<file path="src/rtl/operand_fetch_ctrl.sv">
// Operand-fetch sequencer for a double-operand instruction: walks extension-word
// fetch, source read, destination read, execute and write-back while driving datapath controls.
module operand_fetch_ctrl (
    input  logic       clk,
    input  logic       rst_n,
    input  logic       start,
    input  logic [1:0] As,
    input  logic       Ad,
    input  logic       cg,
    input  logic       no_wb,
    input  logic       mem_wait,
    output logic       srcM,
    output logic       srcL,
    output logic       dstM,
    output logic       dstL,
    output logic       IdxM,
    output logic       AddrL,
    output logic [1:0] AddrM,
    output logic       mab_pc,
    output logic       mem_rd,
    output logic       mem_wr,
    output logic       pc_inc,
    output logic       src_inc,
    output logic       exec,
    output logic       reg_wb,
    output logic       busy,
    output logic       done
);

    typedef enum logic [2:0] {
        S_IDLE    = 3'd0,
        S_SRC_EXT = 3'd1,
        S_SRC_RD  = 3'd2,
        S_DST_EXT = 3'd3,
        S_DST_RD  = 3'd4,
        S_EXEC    = 3'd5,
        S_WB      = 3'd6
    } state_t;

    localparam logic [1:0] SM_REG  = 2'b00;
    localparam logic [1:0] SM_IDX  = 2'b01;
    localparam logic [1:0] SM_AINC = 2'b11;

    localparam logic [1:0] ADDRM_ADDR = 2'd0;
    localparam logic [1:0] ADDRM_RSRC = 2'd2;

    state_t     state_q, state_d;
    logic [1:0] sm_q, sm_d;
    logic       ad_q, ad_d;
    logic       no_wb_q, no_wb_d;

    // NOTE: sequential state uses non-blocking assignments so every flop samples pre-edge values.
    always_ff @(posedge clk or negedge rst_n) begin
        if (!rst_n) begin
            state_q <= S_IDLE;
            sm_q    <= SM_REG;
            ad_q    <= 1'b0;
            no_wb_q <= 1'b0;
        end else begin
            state_q <= state_d;
            sm_q    <= sm_d;
            ad_q    <= ad_d;
            no_wb_q <= no_wb_d;
        end
    end

    // NOTE: every output and next-state signal gets a default first so no latch is inferred.
    always_comb begin
        state_d = state_q;
        sm_d    = sm_q;
        ad_d    = ad_q;
        no_wb_d = no_wb_q;
        srcM    = 1'b0;
        srcL    = 1'b0;
        dstM    = 1'b0;
        dstL    = 1'b0;
        IdxM    = 1'b0;
        AddrL   = 1'b0;
        AddrM   = ADDRM_ADDR;
        mab_pc  = 1'b0;
        mem_rd  = 1'b0;
        mem_wr  = 1'b0;
        pc_inc  = 1'b0;
        src_inc = 1'b0;
        exec    = 1'b0;
        reg_wb  = 1'b0;
        done    = 1'b0;

        unique case (state_q)
            S_IDLE: begin
                if (start) begin
                    sm_d    = cg ? SM_REG : As;
                    ad_d    = Ad;
                    no_wb_d = no_wb;
                    if (sm_d == SM_IDX)       state_d = S_SRC_EXT;
                    else if (sm_d[1])         state_d = S_SRC_RD;
                    else if (Ad)              state_d = S_DST_EXT;
                    else                      state_d = S_EXEC;
                end
            end
            S_SRC_EXT: begin
                mab_pc = 1'b1;
                mem_rd = 1'b1;
                AddrL  = !mem_wait;
                pc_inc = !mem_wait;
                if (!mem_wait) state_d = S_SRC_RD;
            end
            S_SRC_RD: begin
                mem_rd  = 1'b1;
                srcL    = !mem_wait;
                AddrM   = (sm_q == SM_IDX) ? ADDRM_ADDR : ADDRM_RSRC;
                src_inc = (sm_q == SM_AINC) && !mem_wait;
                if (!mem_wait) state_d = ad_q ? S_DST_EXT : S_EXEC;
            end
            S_DST_EXT: begin
                mab_pc = 1'b1;
                mem_rd = 1'b1;
                IdxM   = 1'b1;
                AddrL  = !mem_wait;
                pc_inc = !mem_wait;
                if (!mem_wait) state_d = S_DST_RD;
            end
            S_DST_RD: begin
                mem_rd = 1'b1;
                dstM   = 1'b1;
                dstL   = !mem_wait;
                if (!mem_wait) state_d = S_EXEC;
            end
            S_EXEC: begin
                // Function unit is register-only, so this state never stalls on memory.
                exec   = 1'b1;
                srcM   = (sm_q != SM_REG);
                dstM   = ad_q;
                reg_wb = !ad_q && !no_wb_q;
                if (ad_q && !no_wb_q) begin
                    state_d = S_WB;
                end else begin
                    done    = 1'b1;
                    state_d = S_IDLE;
                end
            end
            S_WB: begin
                mem_wr = 1'b1;
                dstM   = 1'b1;
                srcM   = (sm_q != SM_REG);
                done   = !mem_wait;
                if (!mem_wait) state_d = S_IDLE;
            end
            default: state_d = S_IDLE;
        endcase
    end

    assign busy = (state_q != S_IDLE);

endmodule

</file>
<file path="config.mk">
export PLATFORM = sky130hd
export DESIGN_NAME = operand_fetch_ctrl
export DESIGN_NICKNAME = d
export VERILOG_FILES = /design/src/rtl/operand_fetch_ctrl.sv
export SDC_FILE = /design/constraint.sdc
export NUM_CORES = 1
export LEC_CHECK = 0
export CORE_MARGIN = 4
export CORE_UTILIZATION = 41
export CTS_CLUSTER_DIAMETER = 60
export CTS_CLUSTER_SIZE = 10
export DETAILED_ROUTE_END_ITERATION = 12
export PLACE_DENSITY = 0.81
export SLEW_MARGIN = 25
export SYNTH_ARGS = -nofsm -noshare
export SYNTH_HDL_FRONTEND = slang
export SYNTH_SLANG_ARGS = --single-unit
</file>
<file path="constraint.sdc">
create_clock -name clk -period 1.6 [get_ports clk]
set_input_delay 0.24 -clock clk [delete_from_list [all_inputs] [get_ports clk]]
set_output_delay 0.24 -clock clk [all_outputs]
set_load 0.01 [all_outputs]
</file>
* Word level (Yosys, flattened, before mapping)
Cells that the tools add are included.
Storage, ports and cells: output and inout port bits 17, register bits after elaboration 7
Operators by class: reduce and logical (&&, ||, !) cells 15, mux-type cells 29, eq/ne operators 15
Operators with widths (count):
- $mux 3 | 11
- $pmux 3 s7 | 1
- $mux 1 | 12
- $ne 2x2->1 const B | 6
- $eq 3x3->1 const B | 3
- $eq 3x2->1 const B | 2
- $mux 2 | 3
- $reduce_and 6->1 | 1
- $reduce_or 2->1 | 3
- $eq 2x1->1 const B | 2
- $pmux 1 s2 | 2
- $reduce_or 4->1 | 1
- $eq 3x1->1 const B | 1
- $logic_and 1x1->1 | 3
- $logic_not 1->1 | 3
- $logic_not 3->1 | 1
- $reduce_bool 3->1 | 1
- $eq 2x2->1 const B | 1
- $reduce_and 2->1 | 1
- $reduce_bool 2->1 | 1

* Depth between registers and ports, before layout
depth after elaboration 5, mapped depth 5

* Worst setup path after synthesis
Ideal clock, no wire load.
path type register -> output, start point register state_q[2], end point output pc_inc, arrival time 1.148 ns, buffers on the path 2, setup slack 0.212 ns, cell stages (with the launch flop) 4, path through dfrtp_1 > buf_2 > nor3_1 > buf_4
On the way: cells in the longest elaborated chain, start to end 3, elaborated cells between the ends (all ways) 4, those cells by class 2 x eq/ne; 1 x mux; 1 x reduce/logical
Ends and longest elaborated chain:
- start, declared | RTL line 47 | state_t state_q, state_d;
- start signal, assigned | RTL line 60 | state_q <= state_d;
- $eq 3x2->1 / $eq 3x1->1 (equally long branches)
- $reduce_or 2->1 (no line) (*)
- $mux 1 (*)
- end, declared | RTL line 22 | output logic pc_inc,
Mark *: on every way between the ends. The rest lies on a longest branch, timed or not.

* Worst setup path after layout
start point register state_q[0], end point output mab_pc
On the way: cells in the longest elaborated chain, start to end 3, elaborated cells between the ends (all ways) 4, those cells by class 2 x eq/ne; 1 x mux; 1 x reduce/logical
Ends and longest elaborated chain:
- $eq 3x2->1 / $eq 3x1->1 (equally long branches) | RTL line 89 | unique case (state_q)
- $reduce_or 2->1 (no line) (*)
- $mux 1 (*) | RTL line 89
- end, declared | RTL line 19 | output logic mab_pc,
Marked as above.

==> summary.md <==
| Metric | Value |
|---|---|
| Worst setup SP type | `register` |
| Asr flop ratio synth | `100.0%` |
| Clock period minus worst slack | `1.562 ns` |
| Fin area | `1017 um2` |
| Top-area cell type share of the netlist area | `27.45%` |
| Hold Buf Count CTS | `0` |
| Met2 usage | `31.55%` |
| Ant. Diodes | `0` |
| Clock Sinks | `7` |
| Rows | `13` |
| Final ANT Viol Nets | `0` |
| Crit-path cells | `inv_1, buf_4, nor2_1, clkdlybuf4s15_2` |
| CORE AREA | `1383 um2` |
| CP arrival | `1.32 ns` |
| R2r setup slk | `0.09 ns` |
| Clock transition at path regs | `0.05 ns` |
| Fillcell total | `117` |
| Synth cell count leaders | `nand2_1 (13), a21oi_1 (7), dfrtp_1 (7), nor2_1 (7), nand2b_1 (6)` |
| Syn Nets | `94` |
| GR Layer Usage met1 | `23.09%` |
| Vias per std cell | `5.250` |
| Syn avg cell area | `7.507 um2` |
| Hold WC Path Type | `in2async` |
| Status | `finished, final reports clean` |
| Die area | `2252 um2` |
| Count leader, synth | `nand2_1` |
| Post-DP HPWL | `1388 um` |
| Crit-path max FO | `6` |
| GRT met3 Usage | `1.128%` |
| Vias in the first global route | `707` |
| CTS Buffer Depth | `2` |
| RSZ-0062 raised after global routing | `yes` |
| Most Crowded Layer GR | `met2` |
| CTS H-tree depth | `1` |
| Final Core Density | `73.57%` |
| Worst r2r src | `state_q[0]` |
| Leak | `0.4961 nW` |
| Largest net degree at the start of global routing | `11` |
| Final Power | `1.862 mW` |
| FF-to-FF End | `state_q[1]` |
| Remaining DRCs | `0` |
| Ranking of synthesized cells by area | `dfrtp_1 (27%), nand2_1 (7.6%), nand2b_1 (5.9%), a21oi_1 (5.5%), nor2_1 (4.1%)` |
| Final Hold Fails | `0` |
| Mapped Area | `638.1 um2` |
| Slowest stage delay, CP | `0.41 ns` |
| CP startpoint | `state_q[0]` |
| DRT iter0 DRCs | `16` |
| CTS root buf | `clkbuf_4` |
| Clock skew | `0.006876 ns` |
| Crit path kind | `reg2out` |
| Reg2reg path depth | `7` |
| Final setup violation count | `0` |
| Antenna violations before repair | `0` |
| First-pass detailed-route iteration total | `4` |
| CP Capture Type | `output port` |
| Global route total overflow | `0` |
| GPL Wtd Cong | `0.8923` |
| Worst Hold Slack | `0.2516 ns` |
| FMAX | `640.3 MHz` |
| GRT Overall Usage | `17.70%` |
| Clk_lat worst skew | `0.24 ns` |
| Synth Flop Type | `dfrtp_1` |
| Die X | `47.45 um` |
| Maximum VDD drop | `1188 uV` |
| Seq/Total Area, Yosys | `27.45%` |
| Yosys reg bits | `7` |
| Total number of vias | `735` |
| Die Y | `47.45 um` |
| Cells after DPL | `133` |
| Initial cell density of the core | `46.15%` |
| Synth warn | `0` |
| Worst EP required | `1.36 ns` |
| Cell accounting for the most synthesized area | `dfrtp_1` |
| Area delta synth->final | `59.41%` |
| Final cell count without fillers | `140` |
| Max-slew violation count | `0` |
| Synth Instances | `85` |
| Post-synth EDFFs | `0` |
| I/O Buffers | `24` |
| Nets | `135` |
| P per Cell Area | `1831 nW/um2` |
| DP Area | `964.7 um2` |
| First-pass GRT wire length | `2884 um` |
| Period utilization | `97.61%` |
| Inserted Clock Buffers | `3` |
| Critical-path top delay cell | `dfrtp_2` |
| Distinct cells, synth | `32` |
| Routed WL per cell | `12.80 um` |
| CTS tree | `yes` |
| Share of cells above drive strength 1 | `37.60%` |
| IO Count | `26` |
| Max-cap check violation count | `0` |
| Timing endpoint of the critical path | `mab_pc` |
| Routed WL | `1792 um` |
[flip-flops by register name, summed over array words and instances (netlist names)]
| signal | cells |
|---|---|
| ad_q | 1 |
| sm_q | 2 |
| no_wb_q | 1 |
| state_q | 3 |
[where the power goes]
part / internal (mW) / switching (mW)
registers: 0.256 / 0.0955
logic: 0.720 / 0.640
clock network: 0.0946 / 0.0563
[layer usage]
metal / wire length (um) / vias up
met5: 0 / -
met4: 0 / 0
met3: 67 / 0
met2: 950 / 17
met1: 773 / 347
li1: - / 371
[worst max-delay path: cells and delay by family (launching register included)]
family / cells / cell delay (ns)
buffers and inverters: 3 / 0.54
DFF: 1 / 0.41
and+or+nand+nor: 1 / 0.14
[logic make-up (layout without fill, tap and decap cells)]
group                     Yosys count  in the layout  synth area share, %
DFF                                 7              7                27.45
xor gates and xnor gates            1              1                1.373
buffers and inverters              12             52                11.76
other                               1              1               0.5877
and+or+nand+nor                    43             43                35.69
AOI/OAI and AO/OA                  21             21                23.13
[area by class of cell]
cell class                 count  area [um2]  area share (%)
tap                           15       18.77           1.845
multi-input combinational     66       419.2           41.21
clock buffer                   4       26.28           2.583
inverter                       4       15.01           1.476
timing repair buffer          44       361.6           35.55
sequential                     7       176.4           17.34
[worst min-delay path by stage]
stage,start,endpoint,slack [ns],depth (start not counted)
2_1_floorplan,rst_n,ad_q,-0.06,0
3_3_place_gp,rst_n,no_wb_q,0.50,1
3_5_place_dp,rst_n,sm_q[1],0.51,1
4_1_cts,rst_n,no_wb_q,0.25,1
5_1_grt,rst_n,sm_q[1],0.27,1
6_report,rst_n,no_wb_q,0.25,1
[layout by cell type (no fill, tap or decap), types with 4 or more instances in the layout]
cell type and instances:
nand2_1 13, buf_2 8, nor2_1 6, dfrtp_1 6, dlygate4sd2_1 5, buf_4 13, buf_6 7, nand2b_1 4
clkdlybuf4s50_1 7, a21oi_1 6
[metrics by stage]
step | TNS [ns] | worst slack [ns]
after floorplan | 0 | 0.2117
after global placement | -1.594 | -0.2871
after detailed placement | -2.120 | -0.3177
after CTS | -0.1863 | -0.07700
after global routing | -0.09525 | -0.02819
final | 0 | 0.03822
[repair_timing]
action | 4_1_cts | 5_1_grt
pin swaps | 2 | 4
gates resized for setup | 48 | 17
cloned | 0 | 0
setup endpoints to repair | 16 | 16
hold endpoints to repair | 0 | 0
buffers inserted | 3 | 2
Note: power is estimated with default switching activity, not from simulation.
